[src/rtl/fetch_pc_unit.sv]
// fetch_pc_unit: instruction-fetch front end.
// Holds the PC, drives the imem address, selects the next PC
// (sequential / branch / jump / jump-register) and fills the IF/ID register
// with stall, flush and halt handling.
// Optional feature macro: FETCH_STEP_EN adds the i_step single-step input.
module fetch_pc_unit #(
    parameter int unsigned      NBITS       = 32,
    parameter logic [NBITS-1:0] RESET_PC    = '0,
    parameter int unsigned      PC_INC      = 4,
    parameter logic [5:0]       HALT_OPCODE = 6'b111111
) (
    input  logic             clk,
    input  logic             rst_n,
    input  logic             i_enable,
    input  logic             i_stall,
    input  logic             i_flush,
    input  logic [1:0]       i_pc_src,
    input  logic [NBITS-1:0] i_branch_target,
    input  logic [NBITS-1:0] i_jump_target,
    input  logic [NBITS-1:0] i_jr_target,
    input  logic [NBITS-1:0] i_instr,
    output logic [NBITS-1:0] o_pc,
    output logic [NBITS-1:0] o_pc_plus_inc,
    output logic [NBITS-1:0] o_ifid_instr,
    output logic [NBITS-1:0] o_ifid_pc_plus_inc,
    output logic             o_ifid_valid,
    output logic             o_halted
`ifdef FETCH_STEP_EN
    ,
    input  logic             i_step
`endif
);

    localparam logic [NBITS-1:0] PC_INC_W = NBITS'(PC_INC);

    typedef enum logic {
        RUN    = 1'b0,
        HALTED = 1'b1
    } state_t;

    state_t           state_q;
    logic [NBITS-1:0] pc_q;
    logic [NBITS-1:0] ifid_instr_q;
    logic [NBITS-1:0] ifid_ppi_q;
    logic             ifid_valid_q;
    logic             halted_q;

    logic [NBITS-1:0] pc_plus_inc;
    logic [NBITS-1:0] pc_d;
    logic             enable_term;
    logic             adv;
    logic             halt_fetch;

`ifdef FETCH_STEP_EN
    logic step_armed_q;

    assign enable_term = i_enable | (i_step & step_armed_q);

    // Step arming: disarm once a step has advanced fetch, re-arm when i_step drops
    always_ff @(posedge clk or negedge rst_n) begin
        if (!rst_n) begin
            step_armed_q <= 1'b1;
        end else if (!i_step) begin
            step_armed_q <= 1'b1;
        end else if (step_armed_q && adv) begin
            step_armed_q <= 1'b0;
        end
    end
`else
    assign enable_term = i_enable;
`endif

    assign pc_plus_inc = pc_q + PC_INC_W;
    assign adv         = (state_q == RUN) & enable_term & ~i_stall;
    assign halt_fetch  = adv & ~i_flush & (i_instr[31:26] == HALT_OPCODE);

    // Next-PC selection among sequential and redirect targets
    always_comb begin
        pc_d = pc_plus_inc;
        case (i_pc_src)
            2'b00:   pc_d = pc_plus_inc;
            2'b01:   pc_d = i_branch_target;
            2'b10:   pc_d = i_jump_target;
            default: pc_d = i_jr_target;
        endcase
    end

    // Fetch FSM: PC, IF/ID register and halt state, all registered
    always_ff @(posedge clk or negedge rst_n) begin
        if (!rst_n) begin
            state_q      <= RUN;
            pc_q         <= RESET_PC;
            ifid_instr_q <= '0;
            ifid_ppi_q   <= '0;
            ifid_valid_q <= 1'b0;
            halted_q     <= 1'b0;
        end else begin
            case (state_q)
                RUN: begin
                    // The halt word is captured but the PC stays on it
                    if (adv && !halt_fetch) begin
                        pc_q <= pc_d;
                    end
                    // Flush wins over both stall and advance for IF/ID
                    if (i_flush) begin
                        ifid_instr_q <= '0;
                        ifid_ppi_q   <= '0;
                        ifid_valid_q <= 1'b0;
                    end else if (adv) begin
                        ifid_instr_q <= i_instr;
                        ifid_ppi_q   <= pc_plus_inc;
                        ifid_valid_q <= 1'b1;
                    end
                    if (halt_fetch) begin
                        state_q  <= HALTED;
                        halted_q <= 1'b1;
                    end
                end
                HALTED: begin
                    ifid_instr_q <= '0;
                    ifid_ppi_q   <= '0;
                    ifid_valid_q <= 1'b0;
                    halted_q     <= 1'b1;
                end
                default: begin
                    state_q <= RUN;
                end
            endcase
        end
    end

    assign o_pc               = pc_q;
    assign o_pc_plus_inc      = pc_plus_inc;
    assign o_ifid_instr       = ifid_instr_q;
    assign o_ifid_pc_plus_inc = ifid_ppi_q;
    assign o_ifid_valid       = ifid_valid_q;
    assign o_halted           = halted_q;

endmodule

[config.mk]
export PLATFORM = sky130hd
export DESIGN_NAME = fetch_pc_unit
export DESIGN_NICKNAME = d
export VERILOG_FILES = /design/src/rtl/fetch_pc_unit.sv
export SDC_FILE = /design/constraint.sdc
export NUM_CORES = 1
export LEC_CHECK = 0
export ABC_AREA = 1
export CAP_MARGIN = 20
export CELL_PAD_IN_SITES_DETAIL_PLACEMENT = 1
export CELL_PAD_IN_SITES_GLOBAL_PLACEMENT = 1
export CORE_UTILIZATION = 28
export CTS_BUF_LIST = sky130_fd_sc_hd__clkbuf_4 sky130_fd_sc_hd__clkbuf_8 sky130_fd_sc_hd__clkbuf_16
export CTS_CLUSTER_DIAMETER = 80
export CTS_CLUSTER_SIZE = 28
export DETAILED_ROUTE_END_ITERATION = 10
export PLACE_DENSITY_LB_ADDON = 0.1
export SYNTH_ARGS = -nofsm -noshare
export SYNTH_HDL_FRONTEND = slang
export SYNTH_SLANG_ARGS = --single-unit
export TNS_END_PERCENT = 5
[constraint.sdc]
create_clock -name clk -period 2.1 [get_ports clk]
set_input_delay 0.315 -clock clk [delete_from_list [all_inputs] [get_ports clk]]
set_output_delay 0.315 -clock clk [all_outputs]
set_load 0.02 [all_outputs]
* Word-level counts from Yosys, hierarchy flattened
Index checks and enable logic that the tools add are counted.
** Cells by class
- Add/subtract/negate cells :: 1
- Equal/unequal tests :: 5
- Muxes and demuxes :: 14
- Bitwise operators :: 7
- Reduce and logical (&&, ||, !) cells :: 4
** Operators by type and width (number)
- $mux W32 :: 4
- $pmux W32 S2 :: 2
- $pmux W32 S3 :: 1
- $add A32 B3 Y32 const B :: 1
- $eq A6 B6 Y1 const B :: 1
- $mux W1 :: 5
- $and A1 B1 Y1 :: 4
- $pmux W1 S2 :: 2
- $ne A3 B3 Y1 const B :: 1
- $not A1 Y1 :: 3
- $eq A2 B1 Y1 const B :: 1
- $eq A2 B2 Y1 const B :: 1
- $logic_not A2 Y1 :: 1
- $ne A2 B2 Y1 const B :: 1
- $reduce_and A2 Y1 :: 1
- $logic_and A1 B1 Y1 :: 1
- $logic_not A1 Y1 :: 1
** Word-level totals
- Register bits after elaboration :: 99
- Bits of input ports :: 135
- Output and inout port bits :: 130
- Word-level logic and storage cells :: 37

* Depth between registers and ports, before layout
Gate-level depths: netlist of run 1.
- Word-level depth :: 8
- Mapped depth :: 11
- Mapped depth without buffers :: 11

* Worst setup path after synthesis of run 1
Ideal clock, no wire load.
- Path kind :: flip-flop to flip-flop
- Start point :: register pc_q[2] (netlist: o_pc[2])
- End point :: register pc_q[10] (netlist: o_pc[10])
- Setup time :: 0.065 ns
- Data arrival time :: 1.792 ns
- Required time :: 2.035 ns
- Path slack :: 0.243 ns
- Cell stages (with the launch flop) :: 10
- Buffers on the path :: 0
- Period minus slack after synthesis :: 1.857 ns
- Cell sequence :: dfrtp_1 > ha_1 > nand2_1 > nor2_4 > nand2_2 > xnor2_1 > nand2_1 > nand3_1 > nand2_1 > nand2_1
** Between the ends
- Cells in the longest elaborated chain, start to end :: 2
** RTL lines
- start, declared :: RTL line 42 : logic [NBITS-1:0] pc_q;
- start signal, assigned :: RTL line 102 : pc_q <= pc_d;
- $add A32 B3 Y32 :: RTL line 73 : assign pc_plus_inc = pc_q + PC_INC_W;
- via o_pc_plus_inc[10] :: RTL line 23 : output logic [NBITS-1:0] o_pc_plus_inc,
- $pmux W32 S3 :: RTL line 80 : case (i_pc_src)
The timed path passes the listed nets, and every way through them passes these cells.
A chain may end at the register's enable or synchronous reset.

* Worst setup path in the final report of run 1
- Start point :: register pc_q[2] (netlist: o_pc[2])
- End point :: output o_pc_plus_inc[20]
** Between the ends
- Cells in the longest elaborated chain, start to end :: 1
** RTL lines (RTL line)
- $add A32 B3 Y32 :: 73
- end, declared :: 23
No other way between the ends.

==> flow_summary.toml, run 1 <==
[routing]
drtPass1Iterations = 4
drc_errors = 0
antenna_left = 0
routed_wl_um = 23790
vias_per_cell = 4.576
wl_per_cell_um = 16.88
drtIter0Drc = 180
vias = 6447

[critical_path]
path_cells = "ha_2 -> nand2_4 -> nor2_4 -> nand3b_1 -> buf_4 -> nor2_4 -> nand2_2 -> nand2_2 -> inv_2 -> buf_6"
path_max_fanout = 5
path_buf_inv = 3
cp-start-kind = "flip-flop"
crit_family = "simple AND/OR/NAND/NOR gates"
cp.arrival_ns = 1.98
cpPeakStageDelay_ns = 0.40
slowest_stage = "dfrtp_1"
path_class = "reg -> out"
critical_path_required_ns = 1.78
crit_path_end_kind = "primary output"

[sta]
relSlewSlack_pct = 69.76
rsz0062_at_grt = "true"
fmax_mhz = 435.0
fin_ws_ns = -0.1987
finalCriticalPeriod_ns = 2.299
worst_pin_slew_ns = 0.4537
finClkSkew_ns = 0.01534
finalCritPeriodShare_pct = 109.5
drv_slew = 0
timing.hold.ws_ns = 0.4472
setup_violations = 19
setup_tns_ns = -1.666
finalHoldViolations = 0

[synth]
synth.area.top_cells = "dfrtp_1, nand2_1, nor2_1"
syn_inst = 760
async_flop_share_pct = 100.0
synth_most_common_cell = "nand2_1"
yosysWarnings = 0
synth_area_leader_cell = "dfrtp_1"
synth_area_um2 = 5542
avgSynthCellArea_um2 = 7.292
ys_seq_area_share_pct = 44.71
syn_nets = 896
synth-edff-count = 0
synthTopCellsByCount = "nand2_1, dfrtp_1, nor2_1"
synth_seq_cells = 99
ys.flop_type = "dfrtp_1"
synth_cell_type_count = 34
synthDominantCellAreaShare_pct = 44.71

[floorplanning]
dieHeight_um = 142.7
dieArea_um2 = 20360
coreArea_um2 = 19460
std_cell_rows = 51
die_x_um = 142.7
ios = 265
start_util_pct = 28.47

[global_routing]
grtUsageTotal_pct = 23.93
grt_pass1_wl_um = 36920
grt_start_max_net_pins = 65
grt_pass1_vias = 6702
antenna_found_initial = 0
grt.overflow.total = 0

[power_and_ir_drop]
switching_share_pct = 25.74
p_switching_mw = 1.050
combPwrFrac_pct = 11.6
seqPwrFrac_pct = 46.7
leakage_nw = 4.715
power_frac_clock_pct = 41.7
internal_power_mw = 3.030
power_density_nw_per_um2 = 411.0
ir_drop_v = 0.0002884

[status]
violations = "setup timing"
outcome = "complete, but fails checks"

[flow_run]
cap_violations = 0

[final_layout]
multi_input_area_um2 = 2933
antenna_cells = 0
ff_latch_area_um2 = 2482
area_growth_pct = 79.11
final_cells = 1409
layout-drive-gt1-share_pct = 24.04
layout.nets = 1275
fill_cells = 2362

[clocking]
cts_buffer_depth = 2
cts.clk_slew.worst_paths_ns = 0.08
cts.sinks = 99
clock_latency_ns = 0.36
cts_tree = "yes"
h-tree-depth = 3
numCtsBuffers = 9
clock-root-buffer = "clkbuf_16"

[placement]
hpwl_um = 18790
gp_congestion = 0.8035
post-place-cells = 1373
port_buffers = 264

[worst_hold_path]
min_path_type = "in -> async"
==> final timing paths <==
check	from	to	slack, ns	cells past startpoint
hold / removal	rst_n	o_ifid_instr[5]	0.45	2
setup reg to reg	o_pc[2]	o_pc[20]	-0.16	16
setup / recovery	o_pc[2]	o_pc_plus_inc[20]	-0.20	10
hold reg to reg	o_halted	o_halted	0.48	1
min in group clk	o_halted	o_halted	0.48	1
max in group asynchronous	rst_n	o_pc[20]	1.08	3
==> final cells by class <==
type,instances,area share (%)
multi-input cells,576,29.55
well taps,265,3.340
inverters,53,2.004
repair buffers,400,37.15
flip-flops and latches,99,25.01
clock inverters,7,0.6807
clock buffers,9,2.269
==> cell families (layout without fill, tap and decap cells) <==
family | count (synthesis) | count (layout) | share of synthesized area, %
AOI/OAI and AO/OA | 99 | 99 | 11.85
xor gates and xnor gates | 5 | 5 | 0.7904
adders and majority gates | 1 | 1 | 0.2257
buffers and inverters | 85 | 469 | 6.909
DFF | 99 | 99 | 44.71
and+or+nand+nor | 471 | 471 | 35.52
==> power by group through the flow <==
stage / clock network (mW) / registers (mW) / logic [mW]
floorplan: 0 / 1.94 / 0.115
global placement: 0 / 1.94 / 0.470
detailed placement: 0 / 1.94 / 0.476
CTS: 1.74 / 1.90 / 0.481
global route: 1.80 / 1.90 / 0.521
finish: 1.70 / 1.90 / 0.474
==> repair_timing <==
action                                 in CTS  in global routing
setup endpoints to repair                  29                 29
hold buffers                                1                  0
pin swaps                                  15                  8
endpoints found under the hold margin      31                  0
setup buffers                              17                  2
gates resized for setup                   159                 47
==> layout by cell type (no fill, tap or decap), types with 12 or more instances in the layout <==
cell and count:
nand2_1 266, nor2_2 12, inv_1 41, buf_4 141, a22o_1 37, o21ai_0 37
nand2_2 28, o21ai_1 13, nor2_1 74, nand3_1 49, dfrtp_1 95, nor2_4 16
clkdlybuf4s50_1 234
==> registers in the layout, summed over array words and instances, names as in the netlist <==
register            cells
o_ifid_instr           32
o_ifid_valid            1
state_q                 1
o_ifid_pc_plus_inc     32
o_halted                1
o_pc                   32
==> per-stage QoR <==
stage	worst slack [ns]	area (um^2)	total power, mW	utilization, %
floorplan	0.2427	5542	2.058	-
global placement	-0.2107	9285	2.412	47.71
detailed placement	-0.2893	9285	2.418	47.71
CTS	-0.1989	9821	4.129	50.46
global route	-0.2745	9926	4.226	51.00
finish	-0.1987	9926	4.080	51.00
==> layer usage <==
| layer | vias to the layer above | global-route usage, % | wire length (um) |
|---|---|---|---|
| li1 | 3187 | - | - |
| met1 | 3051 | 31.41 | 10840 |
| met2 | 190 | 40.53 | 11310 |
| met3 | 19 | 3.789 | 1294 |
| met4 | 0 | 6.735 | 342 |
| met5 | - | 0 | 0 |
No activity file was read; power rests on OpenSTA's default activity.
==> inputs of run 2 (changes only) <==
- GPL_ROUTABILITY_DRIVEN: not set -> 0
==> results of run 2 <==
Final layout, timing and power as in run 1 (identical DEF).
==> inputs of run 3 (changes only) <==
- GPL_TIMING_DRIVEN: not set -> 0
==> run 3 against run 2 <==
Via count decreased by 3.7%. The flow still finishes with violations (setup timing). Die area unchanged. Highest routed layer unchanged. Critical path depth decreased by 1. Clock power increased by 12%. Register-to-register slack improved by 0.44 ns. Worst hold slack got worse by 0.36 ns. Largest power group unchanged.
==> flow_summary.toml, run 3 (same netlist as run 1, synthesis figures left out) <==
[clocking]
h-tree-depth = 3
numCtsBuffers = 9
clock-root-buffer = "clkbuf_16"
cts.sinks = 99
cts_tree = "yes"
cts_buffer_depth = 2
clock_latency_ns = 0.36
cts.clk_slew.worst_paths_ns = 0.07

[power_and_ir_drop]
power_density_nw_per_um2 = 455.0
leakage_nw = 4.311
finalPower_mw = 4.253
ir_drop_v = 0.0004029

[sta]
finalCritPeriodShare_pct = 110.5
relSlewSlack_pct = 40.00
fmax_mhz = 431.0
rsz0062_at_grt = "true"
worst_pin_slew_ns = 0.9000
finClkSkew_ns = 0.009801
finalHoldViolations = 0
fin_ws_ns = -0.2204
finalCriticalPeriod_ns = 2.320
setup_violations = 19
drv_slew = 0

[critical_path]
path_class = "reg -> out"
cp-start-kind = "flip-flop"
regToRegSetupSlack_ns = 0.28
cp.arrival_ns = 2.01
path_cells = "ha_4 -> nand2_4 -> nor2_4 -> nand3b_1 -> nor2_1 -> nand2_1 -> nand2_2 -> inv_2 -> buf_6"
path_max_fanout = 5
timing.rr.end = "o_pc[20]"
reg2reg_from = "o_pc[2]"
critical_path_required_ns = 1.78
reg2regPathDepth = 10
crit_path_end_kind = "primary output"
cpPeakStageDelay_ns = 0.46
slowest_stage = "dfrtp_2"

[routing]
drtIter0Drc = 254
routed_wl_um = 23700
wl_per_cell_um = 17.76
vias_per_cell = 4.655
drc_errors = 0
vias = 6210
drtPass1Iterations = 4
antenna_left = 0

[final_layout]
antenna_cells = 0
area_growth_pct = 68.71
final_cells = 1334
fill_cells = 2365
final_cell_mix = "nand2_1, clkdlybuf4s50_1, dfrtp_1"
post-route-util_pct = 48.04
layout.nets = 1200
layout-drive-gt1-share_pct = 19.08
final_common_cell = "nand2_1"

[placement]
port_buffers = 262
post-place-cells = 1288
pre_cts_ws_ns = -0.6714
hpwl_um = 18600

[floorplanning]
ios = 265
dieHeight_um = 142.7
dieArea_um2 = 20360
coreArea_um2 = 19460
die_x_um = 142.7
start_util_pct = 28.47
std_cell_rows = 51

[worst_hold_path]
min_path_type = "in -> async"

[status]
outcome = "complete, but fails checks"
violations = "setup timing"

[global_routing]
grt_start_max_net_pins = 67
grt_pass1_wl_um = 36020
antenna_found_initial = 0
grtUsageTotal_pct = 23.56
grt_pass1_vias = 6236
grt.overflow.total = 0

[flow_run]
cap_violations = 0
run 3: cell types whose count changed in the layout (fill, tap and decap cells not counted), sizes merged:
cell,before,now
clkdlybuf4s15,4,7
dlygate4sd3,1,0
bufinv,0,2
buf,159,75
inv,56,53
clkbuf,10,19
dlymetal6s2s,0,1
clkinv,4,3
clkdlybuf4s50,234,232
clkinvlp,0,1
run 3: cell type report:
type,count,area [um^2],share of cell area (%)
clock inverter,6,96.34,1.031
inverter,53,198.9,2.128
multi-input combinational,576,2972,31.79
tap,265,331.6,3.547
buffer,32,183.9,1.967
timing repair buffer,293,2825,30.22
clock buffer,10,239.0,2.556
sequential,99,2502,26.77
run 3: report_power, final:
group / internal, mW / switching [mW] / total, mW / leakage [nW]
registers: 1.90 / 0 / 1.90 / 1.31
logic: 0.264 / 0.184 / 0.448 / 2.84
clock network: 1.09 / 0.808 / 1.90 / 0.161
run 3: timing repair:
item / in CTS / in global routing
resized for setup: 159 / 58
hold buffers: 0 / 0
endpoints found under the hold margin: 0 / 0
pin swaps: 14 / 20
gates cloned: 0 / 0
buffers inserted: 22 / 8
endpoints found under the setup margin: 30 / 28
run 3: how the worst max path moves through the flow:
stage	cells after the start	slack [ns]	startpoint	to
after global placement	1	-3.37	rst_n	o_pc[2]
after global routing	8	-0.30	o_pc[2]	o_pc_plus_inc[20]
after CTS	8	-0.23	o_pc[3]	o_pc_plus_inc[20]
final	9	-0.22	o_pc[2]	o_pc_plus_inc[20]
after floorplan	9	0.24	o_pc[2]	o_pc[10]
after detailed placement	6	-0.67	o_pc[2]	o_pc_plus_inc[10]
run 3: per-stage QoR:
stage	area, um^2	TNS [ns]	hold WS (ns)
3_3_place_gp	8496	-341.32	0.4576
3_5_place_dp	8513	-9.614	0.4679
4_1_cts	9194	-3.339	0.1117
5_1_grt	9349	-4.059	0.1484
2_1_floorplan	5542	0	0.01941
6_report	9349	-1.989	0.08766
run 3: layer usage:
| metal | global-route usage, % | routed length (um) |
|---|---|---|
| met3 | 5.298 | 1500 |
| met1 | 31.39 | 10690 |
| met5 | 0 | 0 |
| met2 | 38.88 | 11200 |
| met4 | 5.037 | 302 |
run 3: critical path: cells and delay by family, from the launching register on:
| kind | cells | cell delay [ns] |
|---|---|---|
| AND/OR/NAND/NOR | 6 | 0.84 |
| flip-flops | 1 | 0.46 |
| buffers and inverters | 2 | 0.17 |
| adder cells (fa/ha/maj) | 1 | 0.17 |
==> patch: new RTL, flow settings as in run 2 <==
The parameter `NBITS` goes from 32 to 36.
--- a/src/rtl/fetch_pc_unit.sv
+++ b/src/rtl/fetch_pc_unit.sv
@@ -6,3 +6,3 @@
 module fetch_pc_unit #(
-    parameter int unsigned      NBITS       = 32,
+    parameter int unsigned      NBITS       = 36,
     parameter logic [NBITS-1:0] RESET_PC    = '0,
Interface: changed (8 resized); port bits go from 265 to 297. The function was not compared with the original's and may differ.
==> patch against run 2 <==
- the flow still finishes with violations (negative setup slack)
- sequential cell count grew 12
- setup slack better by 21 ps
- cell area up 11%
- sequential share of layout area grew 0.26 points
- wire length up 12%
- synthesized area grew 11%
- critical endpoint is now o_pc_plus_inc[18]
- highest routed layer unchanged
Power is not compared: it rests on default switching activity, and its combinational part moved more than twofold at a synthesized area within 25%.
==> patch: results (changes against run 2) <==
Synthesis:
- The sequential cell area fraction in the yosys report came to 45.4% (was 44.7%).

Timing:
- The final number of setup-violating endpoints came to 21 (was 19).
- The sum of negative setup slack is -1810 ps (was -1670 ps).
- The worst hold slack is 425 ps (was 447 ps).
- The largest clock skew in the final design is 14.5 ps (was 15.3 ps).
- The final worst slack is -177 ps (was -199 ps).

Finish:
- The inverter count of the layout excluding clock inverters is 47 (was 53).
- The fraction of layout instances using a drive strength above 1 is 22.8% (was 24.0%).
- The clock tree buffer count of the final layout is 10 (was 9).
- The area share of buffers outside the clock network is 36.5% (was 37.1%).
- The multi-input gate share of the layout cell area is 30.6% (was 29.5%).
- The number of filler instances in the final layout came to 2,566 (was 2,362).
- The multi-input combinational cell count is 597 (was 576).
- The clock network area share is 2.87% (was 2.95%).
- The register fraction of the total cell area is 25.3% (was 25.0%).
- The filler-free cell count of the finished design was 1,467 (was 1,409).

Worst setup path:
- The worst reg2reg path depth is 12 (was 16).
- The worst reg2reg path endpoint is o_pc[10] (was o_pc[20]).
- The worst reg-to-reg setup slack is 200 ps (was -160 ps).
- The startpoint of the lowest-slack register-to-register path is o_pc[3] (was o_pc[2]).

Clock tree:
- The number of clock sinks is 111 (was 99).

Run status:
- Violations in the final reports: negative setup slack (unchanged).
- Result of the run: complete, but fails checks (unchanged).

Global routing:
- The global-route met2 utilization is 41.9% (was 40.5%).
- The met3 capacity usage during global routing is 4.24% (was 3.79%).
- The first-pass GRT wire length is 40.4 mm (was 36.9 mm).
- The total global routing track utilization is 23.8% (was 23.9%).

Route:
- The routed length on met3 came to 1.27 mm (was 1.29 mm).
- The number of vias per cell after detailed routing came to 4.70 (was 4.58).

Placed design:
- The post-placement setup slack came to -340 ps (was -289 ps).
- The placed instance area is 10,300 sq um (was 9290 sq um).
[patch: cell count changes after synthesis, sizes merged, moves of 6 or more]
cell,before,now
o21ai,50,23
a221oi,2,25
nand3,54,31
nand2,297,314
a22o,37,52
dfrtp,99,111
nor2,102,111
xor2,2,9
inv,51,45
nand3b,1,7
o21bai,6,0
[patch: worst reg2reg max path, delay by kind of cell, from the launching register on]
family	cells	cell delay, ps
xor gates and xnor gates	1	120
adders and majority gates	1	200
buffers and inverters	4	490
DFF	1	390
and+or+nand+nor	6	590
[patch: cell families after synthesis]
group,share of synthesized area (%)
AND/OR/NAND/NOR,32.7
flip-flops,45.4
AO/OA/AOI/OAI,13.1
buffers and inverters,5.82
XOR/XNOR,2.74
adder cells (fa/ha/maj),0.204
[patch: repair_timing]
| action | CTS | global route |
|---|---|---|
| setup buffers | 0 | 7 |
| resized for setup | 152 | 99 |
| pin swaps | 5 | 17 |
| hold buffers | 1 | 0 |
| endpoints found under the hold margin | 31 | 0 |
| endpoints found under the setup margin | 33 | 29 |
[patch: worst max-delay path by stage]
stage	cells after the start	slack, ps	endpoint	from
final	8	-180	o_pc_plus_inc[18]	o_pc[3]
after global routing	11	-260	o_pc_plus_inc[33]	o_pc[3]
after CTS	9	-250	o_pc_plus_inc[29]	o_pc[12]
after detailed placement	9	-340	o_pc_plus_inc[29]	o_pc[12]
after global placement	9	-340	o_pc_plus_inc[29]	o_pc[12]
after floorplan	8	190	o_pc_plus_inc[34]	o_pc[2]
[patch: power breakdown]
| group | total [mW] | switching (mW) | leakage, nW | internal, mW |
|---|---|---|---|---|
| Combinational | 1.01 | 0.458 | 3.41 | 0.548 |
| Sequential | 2.20 | 0.0333 | 1.51 | 2.17 |
| Clock | 1.92 | 0.941 | 0.149 | 0.982 |
| Total | 5.13 | 1.43 | 5.07 | 3.70 |
